===== src/rtl/scariv_vec_pkg.sv =====
// Shared types and helpers for the vector scheduler credit-return logic.
package scariv_vec_pkg;

  typedef enum logic {
    RUN   = 1'b0,
    DRAIN = 1'b1
  } credit_state_t;

  // Wide enough to hold the full credit level itself, not just max-1.
  function automatic int credit_width(input int max);
    return $clog2(max) + 1;
  endfunction

endpackage


===== src/rtl/scariv_credit_return_pipe.sv =====
// Registered credit-return stage; one flop of valid/value between the
// scheduler's credit-return slave and the master's credit counter.
module scariv_credit_return_pipe #(
  parameter int CW = 6
) (
  input  logic          i_clk,
  input  logic          i_reset,
  input  logic          i_vld,
  input  logic [CW-1:0] i_val,
  output logic          o_vld,
  output logic [CW-1:0] o_val
);

  always_ff @(posedge i_clk) begin
    if (i_reset) begin
      o_vld <= 1'b0;
      o_val <= '0;
    end else begin
      o_vld <= i_vld;
      o_val <= i_val;
    end
  end

endmodule


===== src/rtl/scariv_vec_credit_return_master.sv =====
// Dispatch-side credit-return master for the vector issue scheduler.
// Optional sticky error checking is enabled with SCARIV_CREDIT_CHECK_EN.
module scariv_vec_credit_return_master
  import scariv_vec_pkg::*;
#(
  parameter  int MAX_CREDITS = 32,
  parameter  int MAX_REQ     = 2,
  localparam int CW          = credit_width(MAX_CREDITS),
  localparam int RW          = $clog2(MAX_REQ) + 1
) (
  input  logic          i_clk,
  input  logic          i_reset,
  input  logic          i_get_credit,
  input  logic [RW-1:0] i_credit_val,
  output logic          o_grant,
  input  logic          i_return_vld,
  input  logic [CW-1:0] i_return_val,
  input  logic          i_drain_req,
  output logic          o_drain_done,
  output logic [CW-1:0] o_credits,
`ifdef SCARIV_CREDIT_CHECK_EN
  output logic          o_credit_err,
`endif
  output logic          o_full
);

  localparam logic [CW-1:0] FULL_LVL = CW'(MAX_CREDITS);

  credit_state_t r_state;
  credit_state_t w_state_next;
  logic [CW-1:0] r_credits;
  logic          r_ret_vld;
  logic [CW-1:0] r_ret_val;
  logic [CW-1:0] w_req;
  logic [CW:0]   w_sum;
  logic          w_overflow;

  scariv_credit_return_pipe #(.CW(CW)) u_ret_pipe (
    .i_clk   (i_clk),
    .i_reset (i_reset),
    .i_vld   (i_return_vld),
    .i_val   (i_return_val),
    .o_vld   (r_ret_vld),
    .o_val   (r_ret_val)
  );

  // Returns still sitting in the pipe are deliberately not counted here.
  assign w_req   = CW'(i_credit_val);
  assign o_grant = i_get_credit & (r_state == RUN) & (w_req <= r_credits);

  // One extra bit so a return on top of a nearly full counter cannot wrap.
  assign w_sum      = {1'b0, r_credits}
                    - (o_grant   ? {1'b0, w_req}     : '0)
                    + (r_ret_vld ? {1'b0, r_ret_val} : '0);
  assign w_overflow = (w_sum > {1'b0, FULL_LVL});

  always_ff @(posedge i_clk) begin
    if (i_reset) begin
      r_credits <= FULL_LVL;
      r_state   <= RUN;
    end else begin
      r_credits <= w_overflow ? FULL_LVL : w_sum[CW-1:0];
      r_state   <= w_state_next;
    end
  end

  assign o_full    = (r_credits == FULL_LVL) & ~r_ret_vld;
  assign o_credits = r_credits;

  always_comb begin
    w_state_next = r_state;
    o_drain_done = 1'b0;
    case (r_state)
      RUN: begin
        if (i_drain_req) w_state_next = DRAIN;
      end
      DRAIN: begin
        if (o_full) begin
          w_state_next = RUN;
          o_drain_done = 1'b1;
        end
      end
      default: w_state_next = RUN;
    endcase
  end

`ifdef SCARIV_CREDIT_CHECK_EN
  logic w_bad_req;
  logic w_bad_ret;

  assign w_bad_req = i_get_credit & (i_credit_val > RW'(MAX_REQ));
  assign w_bad_ret = i_return_vld & (i_return_val == '0);

  always_ff @(posedge i_clk) begin
    if (i_reset) begin
      o_credit_err <= 1'b0;
    end else if (w_overflow | w_bad_req | w_bad_ret) begin
      o_credit_err <= 1'b1;
    end
  end

`ifdef SIMULATION
  always_ff @(posedge i_clk) begin
    if (!i_reset) begin
      if (w_overflow)
        $fatal(1, "credit overflow: credits=%0d sum=%0d", r_credits, w_sum);
      if (w_bad_req)
        $fatal(1, "credit request too large: val=%0d", i_credit_val);
      if (w_bad_ret)
        $fatal(1, "zero-valued credit return");
    end
  end
`endif
`endif

endmodule


===== config.mk =====
export PLATFORM = sky130hd
export DESIGN_NAME = scariv_vec_credit_return_master
export DESIGN_NICKNAME = d
export VERILOG_FILES = /design/src/rtl/scariv_vec_pkg.sv /design/src/rtl/scariv_credit_return_pipe.sv /design/src/rtl/scariv_vec_credit_return_master.sv
export SDC_FILE = /design/constraint.sdc
export NUM_CORES = 1
export LEC_CHECK = 0
export CORE_ASPECT_RATIO = 0.7
export CORE_MARGIN = 2
export CORE_UTILIZATION = 25
export CTS_BUF_LIST = sky130_fd_sc_hd__clkbuf_8
export DETAILED_ROUTE_END_ITERATION = 8
export SLEW_MARGIN = 30
export SYNTH_ARGS = -nofsm -noshare
export SYNTH_HDL_FRONTEND = slang
export SYNTH_SLANG_ARGS = --single-unit

===== constraint.sdc =====
create_clock -name i_clk -period 3.2 [get_ports i_clk]
set_input_delay 0.32 -clock i_clk [delete_from_list [all_inputs] [get_ports i_clk]]
set_output_delay 0.32 -clock i_clk [all_outputs]
set_load 0.02 [all_outputs]

Word level (Yosys, flattened, before mapping)
Index checks and enable logic that the tools add are counted.
Operators by class
  add/subtract/negate cells: 2
  $lt $le $gt $ge: 2
  eq/ne operators: 1
  muxes and demuxes: 7
  bitwise operators: 5
  reduce and logical (&&, ||, !) cells: 1
Operators by type and width (count)
  7-bit by 6-bit adder with 7-bit output: 1
  7-bit by 6-bit > comparator with 1-bit output, second input constant: 1
  6-bit by 2-bit subtractor with 7-bit output: 1
  6-bit equality test, second input constant: 1
  2-bit by 6-bit less-or-equal comparator with 1-bit output: 1
  6-bit two-way mux: 1
  1-bit two-way mux: 4
  1-bit AND: 3
  2-bit two-way mux: 1
  1-bit inverter: 2
  1-bit case mux with 2 select lines: 1
  2-bit OR reduction: 1
Word-level totals
  register bits after elaboration: 14
  output and inout bits: 9
  logic and storage cells: 22

Longest topological paths before layout
Gate-level depths: netlist of the first run.
  word-level depth: 8
  depth in mapped cells: 16
  gate-level depth less buffers: 16

Modules after synthesis
A second synthesis of the first run with hierarchy kept.
Unflattened totals
  cell total of the unflattened synthesis: 104
  area total of the unflattened synthesis: 904.6 um^2
By module, submodules not included
  scariv_vec_credit_return_master: times used 1, cells each 90, area an instance 720.7 um^2
  scariv_credit_return_pipe: times used 1, cells each 14, area an instance 183.9 um^2

Worst setup path after synthesis of the first run
OpenSTA, ideal clock, no wires.
  path kind: flip-flop to flip-flop
  start point: register r_credits[1] (netlist: o_credits[1])
  end point: register r_credits[3] (netlist: o_credits[3])
  data arrival time: 3.394 ns
  slack: -0.267 ns
  cell stages (with the launch flop): 15
  path through: dfxtp_1 -> inv_1 -> ha_1 -> nor2b_1 -> o211ai_1 -> nand3b_1 -> inv_1 -> and2_1 -> fa_1 -> fa_1 -> nand2b_1 -> a211oi_1 -> o21ai_0 -> a211o_2 -> nor3_2
Between the ends
  cells in the longest elaborated chain, start to end: 7
Ends and longest elaborated chain
  from (decl): RTL line scariv_vec_credit_return_master.sv:31  | logic [CW-1:0] r_credits;
  from (signal assigned): RTL line scariv_vec_credit_return_master.sv:62  | r_credits <= w_overflow ? FULL_LVL : w_sum[CW-1:0];
  2-bit by 6-bit less-or-equal comparator with 1-bit output (*): RTL line scariv_vec_credit_return_master.sv:49  | assign o_grant = i_get_credit & (r_state == RUN) & (w_req <= r_credits);
  1-bit AND (*): RTL line scariv_vec_credit_return_master.sv:49
  named net o_grant: RTL line scariv_vec_credit_return_master.sv:15  | output logic o_grant,
  2-bit two-way mux (*): RTL line scariv_vec_credit_return_master.sv:53  | - (o_grant ? {1'b0, w_req} : '0)
  6-bit by 2-bit subtractor with 7-bit output (*): RTL line scariv_vec_credit_return_master.sv:53
  7-bit by 6-bit adder with 7-bit output (*): RTL line scariv_vec_credit_return_master.sv:54  | + (r_ret_vld ? {1'b0, r_ret_val} : '0);
  7-bit by 6-bit > comparator with 1-bit output: RTL line scariv_vec_credit_return_master.sv:55  | assign w_overflow = (w_sum > {1'b0, FULL_LVL});
  2-bit OR reduction (no source line)
Mark *: on every way through the listed nets, which the timed path passes. The rest lies on a longest branch.
A chain may end at the register's enable or synchronous reset.

Final worst setup path of the first run
  start point: register r_credits[1] (netlist: o_credits[1])
  end point: register r_credits[3] (netlist: o_credits[3])
Between the ends
  cells in the longest elaborated chain, start to end: 7
Ends and longest elaborated chain (RTL line)
  2-bit by 6-bit less-or-equal comparator with 1-bit output: scariv_vec_credit_return_master.sv:49
  1-bit AND: scariv_vec_credit_return_master.sv:49
  2-bit two-way mux: scariv_vec_credit_return_master.sv:53
  6-bit by 2-bit subtractor with 7-bit output (*): scariv_vec_credit_return_master.sv:53
  7-bit by 6-bit adder with 7-bit output (*): scariv_vec_credit_return_master.sv:54
  7-bit by 6-bit > comparator with 1-bit output: scariv_vec_credit_return_master.sv:55
  2-bit OR reduction (no source line)
Mark *: on every way between the ends. The rest lies on a longest branch, timed or not.

==> impl_metrics.env, run 1 <==
export IMPL_crit_top_cell="buf_4"
export IMPL_worst_slew_pin_slew_ns=0.403
export IMPL_crit_arrival_ns=3.49
export IMPL_dp_hpwl_um=1670
export IMPL_vias_per_cell=4.03
export IMPL_yosysTopAreaCellShare=0.316
export IMPL_swShare=0.401
export IMPL_path_class="register to register"
export IMPL_net_switching_power_uw=581
export IMPL_drc_errors=0
export IMPL_status="finished, violations left"
export IMPL_post_synth_top_count_cell="inv_1"
export IMPL_area_delta_synth_final_pct=68.4
export IMPL_clockBufferDepth=2
export IMPL_drtIter0Drc=20
export IMPL_r2r_start="o_credits[1]"
export IMPL_violations="negative setup slack"
export IMPL_hold_path_class="register to register"
export IMPL_die_w_um=75.2
export IMPL_maxCapViolCount=0
export IMPL_whs_ns=0.506
export IMPL_skew_ns=0.00578
export IMPL_drt_total_wl_um=2220
export IMPL_worst_path_buf_inv=4
export IMPL_clkPwrFrac=0.118
export IMPL_final_setup_viol_count=5
export IMPL_antenna_left=0
export IMPL_synthTopCellsByArea="dfxtp_1 32%, ha_1 18%, inv_1 8.0%"
export IMPL_synth_common_cells="19 x inv_1, 14 x dfxtp_1, 13 x ha_1"
export IMPL_worstPathRequired_ns=3.37
export IMPL_cts_buffers=3
export IMPL_firstDrtPassIters=3
export IMPL_worstSetupEndpointType="register"
export IMPL_startpoint="o_credits[1]"
export IMPL_crit_chain="inv_4 -> ha_4 -> nor2b_4 -> o211ai_1 -> nand3b_1 -> buf_4 -> inv_2 -> and2_4 -> fa_1 -> buf_4 -> fa_2 -> nand2b_4 -> a211oi_2 -> o21ai_1 -> a211o_2 -> nor3_2"
export IMPL_syn_nets=133
export IMPL_cts_clk_slew_worst_paths_ns=0.06
export IMPL_critPathCapture="o_credits[3]"
export IMPL_rows=18
export IMPL_syn_inst=105
export IMPL_power_share_sequential=0.169
export IMPL_diodes=0
export IMPL_critical_path_top_delay_family="adder cells"
export IMPL_synth_flop_cell="dfxtp_1"
export IMPL_slowest_delay_ns=0.42
export IMPL_clk_latency_ns=0.24
export IMPL_critPathMaxFanout=4
export IMPL_maxSlewViolCount=0
export IMPL_cpMaxStageDelayCell="fa_1"
export IMPL_yosysWarningCount=0
export IMPL_cp_num_cells=16
export IMPL_synth_enable_flop_cells=0
export IMPL_holdCritStartpoint="r_state"
export IMPL_min_period_ns=3.32
export IMPL_ys_async_sr_fraction=0
export IMPL_cts_tree="yes"
export IMPL_intPower_uw=867
export IMPL_startpoint_type="register"
export IMPL_reg2regPathDepth=16
export IMPL_ios=22
export IMPL_relSlewSlack=0.730
export IMPL_grt_pass1_wl_um=3740
export IMPL_combPwrFrac=0.714
export IMPL_hold_violations=0
export IMPL_yosysSeqAreaShare=0.316
export IMPL_htreeDepth=1
export IMPL_wl_per_cell_um=10.9
export IMPL_fillers=358
export IMPL_rr_endpoint="o_credits[3]"
export IMPL_rsz0062_at_grt="yes"
export IMPL_grt_util_all_layers=0.125
export IMPL_cts_sinks=14
export IMPL_vias=823
export IMPL_synth_cell_types=29
export IMPL_ff2ff_setup_slack_ns=-0.12
export IMPL_peakVddDrop_uv=331
export IMPL_port_buffers=21
export IMPL_root_buffer="clkbuf_8"
export IMPL_p_per_area_nw_per_um2=969
export IMPL_leakagePower_uw=0.000694
export IMPL_antenna_found_initial=0
export IMPL_start_util=0.256
export IMPL_fin_crit_sh=1.04
export IMPL_synth_top_area_cell="dfxtp_1"
export IMPL_synthesis_area_um2=887
export IMPL_max_freq_mhz=301
export IMPL_fin_ws_ns=-0.120
export IMPL_gp_congestion=0.833
export IMPL_grt_max_degree=11
export IMPL_fp_dieH_um=53.8
export IMPL_post_route_util=0.431
export IMPL_cts_hold_buf=0
export IMPL_grt_ovfl_total=0
export IMPL_final_nets=183
export IMPL_drive_gt1_frac=0.351
export IMPL_ys_ff_latch=14
export IMPL_core_um2=3470
export IMPL_syn_avg_cell_area_um2=8.45
export IMPL_grt_pass1_vias=857
export IMPL_fp_dieArea_um2=4050
[timing repair]
action | in CTS | in global routing
endpoints found under the setup margin | 6 | 6
buffers inserted | 15 | 0
pin swaps | 19 | 9
resized for setup | 18 | 3
[cells in the final DEF, fill, tap and decap left out, types with 2 or more instances in the layout]
| master | instances |
|---|---|
| a211oi_2 | 2 |
| buf_4 | 26 |
| clkbuf_8 | 4 |
| clkdlybuf4s50_1 | 18 |
| dfxtp_1 | 12 |
| dlygate4sd2_1 | 2 |
| ha_1 | 11 |
| inv_1 | 16 |
| inv_2 | 2 |
| nand2_1 | 7 |
| nor2_1 | 10 |
| nor2b_1 | 9 |
| nor3_2 | 3 |
| o21ai_1 | 2 |
[worst min-delay path, cell delays in order (launching register included)]
cell,delay (ns)
dfxtp_1,0.32
nor2_1,0.09
nor3_1,0.05
[cell type report]
type | count | area, µm² | share of cell area
Clock buffer | 4 | 55.1 | 0.0369
Tap cell | 50 | 62.6 | 0.0419
Sequential cell | 14 | 285 | 0.191
Inverter | 19 | 73.8 | 0.0494
Multi-Input combinational cell | 71 | 624 | 0.418
Timing Repair Buffer | 46 | 393 | 0.263
[power by group through the flow]
stage / combinational (µW) / clock [µW] / sequential (µW)
after global placement: 818 / 0 / 242
after detailed placement: 830 / 0 / 243
after global routing: 1150 / 184 / 249
after floorplan: 493 / 0 / 269
final: 1030 / 170 / 244
after CTS: 1010 / 176 / 242
[per-stage QoR]
stage / setup WS (ns) / std cells / TNS (ns) / area (µm²) / total power [µW]
2_1_floorplan: 0.0133 / 105 / 0 / 912 / 762
3_3_place_gp: -0.431 / 186 / -2.30 / 1260 / 1060
3_5_place_dp: -0.569 / 186 / -3.06 / 1260 / 1070
4_1_cts: -0.197 / 204 / -0.607 / 1480 / 1430
5_1_grt: -0.303 / 204 / -1.37 / 1490 / 1580
6_report: -0.120 / 204 / -0.291 / 1490 / 1450
[sequential cells by signal, summed over array words and instances (netlist names)]
name and count:
u_ret_pipe.o_vld 1, o_credits 6, r_state 1, u_ret_pipe.o_val 6
[cells by family after synthesis]
group	count (synthesis)	synth area share
xor+xnor	2	0.0197
simple gates	42	0.252
flops	14	0.316
compound gates	12	0.0973
buf+inv	20	0.0860
fa+ha+maj	15	0.228
[layer usage]
| layer | share of wire | up-vias | track usage | wire (µm) |
|---|---|---|---|---|
| li1 | - | 438 | - | - |
| met1 | 0.47 | 364 | 0.153 | 1030 |
| met2 | 0.48 | 19 | 0.218 | 1060 |
| met3 | 0.054 | 2 | 0.0468 | 120 |
| met4 | 0.0036 | 0 | 0.0175 | 8 |
| met5 | 0 | - | 0 | 0 |
[how the worst min path moves through the flow]
stage / end / cells after the start
finish: r_state / 2
global route: r_state / 2
CTS: r_state / 2
detailed placement: r_state / 2
global placement: r_state / 2
floorplan: u_ret_pipe.o_val[0] / 1
Note: power is estimated with default switching activity, not from simulation.
==> run 2, diff against run 1 <==
--- a/config.mk
+++ b/config.mk
@@ -13,4 +13,5 @@
 export SLEW_MARGIN = 30
 export SYNTH_ARGS = -nofsm -noshare
 export SYNTH_HDL_FRONTEND = slang
+export SYNTH_HIERARCHICAL = 1
 export SYNTH_SLANG_ARGS = --single-unit
==> run 2 against run 1 <==
Net effect: the run still ends with negative setup slack left; fmax rose by 3.2%; routed wire length rose by 3.3%; global-route usage rose by 0.15 points; total power rose by 6.4%; worst hold slack improved by 0.014 ns; clock power rose by 5%; non-clock buffer count fell by 8; register-to-register slack improved by 0.10 ns; sequential share of layout area barely moved; die area rose by 1.8%; first-iteration DRC count fell by 15%; highest routed layer unchanged.
==> impl_metrics.env, run 2 <==
export IMPL_fin_crit_sh=1.01
export IMPL_rows=18
export IMPL_path_class="register to register"
export IMPL_final_area_um2=1490
export IMPL_yosysWarningCount=6
export IMPL_p_per_area_nw_per_um2=1040
export IMPL_intPower_uw=902
export IMPL_syn_nets=132
export IMPL_yosysTopAreaCellShare=0.310
export IMPL_peakVddDrop_uv=497
export IMPL_maxCapViolCount=0
export IMPL_final_cell_mix="19 x clkdlybuf4s50_1, 15 x inv_1, 15 x buf_4"
export IMPL_status="finished, violations left"
export IMPL_yosysSeqAreaShare=0.310
export IMPL_grt_util_all_layers=0.127
export IMPL_drc_errors=0
export IMPL_finalPower_uw=1540
export IMPL_fp_dieH_um=54.3
export IMPL_wl_per_cell_um=11.7
export IMPL_fin_ws_ns=-0.0168
export IMPL_drt_total_wl_um=2290
export IMPL_vias_per_cell=4.22
export IMPL_fillers=356
export IMPL_cts_tree="yes"
export IMPL_max_freq_mhz=311
export IMPL_htreeDepth=1
export IMPL_post_synth_top_count_cell="inv_1"
export IMPL_ys_async_sr_fraction=0
export IMPL_final_setup_viol_count=2
export IMPL_synth_common_cells="20 x inv_1, 14 x dfxtp_1, 13 x ha_1"
export IMPL_critPathMaxFanout=4
export IMPL_final_nets=175
export IMPL_relSlewSlack=0.718
export IMPL_maxSlewViolCount=0
export IMPL_gp_congestion=0.832
export IMPL_power_share_sequential=0.157
export IMPL_mostFrequentLayoutCell="clkdlybuf4s50_1"
export IMPL_synth_enable_flop_cells=0
export IMPL_clkPwrFrac=0.116
export IMPL_antenna_found_initial=0
export IMPL_grt_pass1_vias=840
export IMPL_area_delta_synth_final_pct=64.3
export IMPL_net_switching_power_uw=638
export IMPL_synth_flop_cell="dfxtp_1"
export IMPL_grt_ovfl_total=0
export IMPL_drive_gt1_frac=0.342
export IMPL_worstPathRequired_ns=3.38
export IMPL_ios=22
export IMPL_cts_sinks=14
export IMPL_leakagePower_uw=0.000654
export IMPL_crit_arrival_ns=3.39
export IMPL_clk_latency_ns=0.25
export IMPL_start_util=0.259
export IMPL_ys_ff_latch=14
export IMPL_min_period_ns=3.22
export IMPL_cts_buffers=3
export IMPL_dp_hpwl_um=1760
export IMPL_hold_violations=0
export IMPL_violations="negative setup slack"
export IMPL_worst_slew_pin_slew_ns=0.421
export IMPL_port_buffers=21
export IMPL_diodes=0
export IMPL_antenna_left=0
export IMPL_synth_cell_types=30
export IMPL_die_w_um=75.9
export IMPL_startpoint_type="register"
export IMPL_root_buffer="clkbuf_8"
export IMPL_worstSetupEndpointType="register"
export IMPL_cts_clk_slew_worst_paths_ns=0.06
export IMPL_rsz0062_at_grt="yes"
export IMPL_syn_inst=104
export IMPL_synthesis_area_um2=905
export IMPL_clockBufferDepth=2
export IMPL_placed_area_um2=1270
export IMPL_grt_pass1_wl_um=3730
export IMPL_firstDrtPassIters=2
export IMPL_synthTopCellsByArea="dfxtp_1 31%, ha_1 18%, inv_1 8.3%"
export IMPL_fp_dieArea_um2=4120
export IMPL_cts_hold_buf=0
export IMPL_core_um2=3490
export IMPL_skew_ns=0.00119
export IMPL_grt_max_degree=11
export IMPL_fin_tns_setup_ns=-0.0304
export IMPL_vias=827
export IMPL_hold_path_class="register to register"
export IMPL_combPwrFrac=0.727
export IMPL_synth_top_area_cell="dfxtp_1"
export IMPL_syn_avg_cell_area_um2=8.70
export IMPL_swShare=0.414
export IMPL_drtIter0Drc=17
-- run 2: per-stage QoR --
step	setup WS (ns)	cells	hold slack, ns	util
floorplan	0.00192	104	0.392	-
global route	-0.145	196	0.556	0.426
CTS	-0.131	193	0.522	0.406
detailed placement	-0.513	185	0.517	0.364
global placement	-0.428	185	0.502	0.364
finish	-0.0168	196	0.520	0.426
-- run 2: worst max-delay path: stages, from the launching register on --
cell      delay [ns]
dfxtp_4         0.35
inv_4           0.04
ha_4            0.20
nor2b_4         0.12
o211ai_1        0.17
nand3b_1        0.13
inv_2           0.08
and2_4          0.14
fa_1            0.43
buf_6           0.14
fa_2            0.38
nand2b_4        0.16
a211oi_4        0.24
o21ai_2         0.10
a211o_4         0.36
nor3_2          0.12
-- run 2: final timing paths --
kind / end / startpoint / slack, ns / cells past startpoint
worst max-delay path: o_credits[3] / o_credits[1] / -0.02 / 15
worst min-delay path: r_state / r_state / 0.52 / 2
worst max register to register: o_credits[3] / o_credits[1] / -0.02 / 15
worst min register to register: r_state / r_state / 0.52 / 2
-- run 2: power groups by stage --
stage               registers [µW]  clock network [µW]  logic [µW]
floorplan                      269                   0         512
global placement               241                   0         863
detailed placement             243                   0         883
CTS                            243                 183        1030
global route                   247                 192        1220
finish                         242                 179        1120
-- run 2: repair_timing --
| item | 4_1_cts | 5_1_grt |
|---|---|---|
| pin swaps | 16 | 15 |
| gates resized for setup | 17 | 9 |
| setup endpoints to repair | 6 | 6 |
| buffers inserted | 4 | 3 |
-- run 2: kinds of logic (layout without fill, tap and decap cells) --
kind of cell	Yosys count	after routing	share of synthesized area
flops	14	14	0.310
xor+xnor	2	2	0.0194
simple gates	41	41	0.255
buf+inv	20	62	0.0830
fa+ha+maj	15	15	0.224
compound gates	12	12	0.109
-- run 2: final cells by class --
class	count	area, µm²	share of cell area
Sequential cell	14	284	0.191
Multi-Input combinational cell	70	664	0.447
Timing Repair Buffer	38	343	0.231
Clock buffer	4	55.1	0.0370
Inverter	20	77.6	0.0522
Tap cell	50	62.6	0.0421
-- run 2: metal layers --
layer  vias to the layer above  track usage  part of all wire
li1                        421            -                 -
met1                       385        0.149              0.46
met3                         3       0.0497             0.059
met5                         -            0                 0
met4                         0       0.0351            0.0070
met2                        18        0.217              0.47
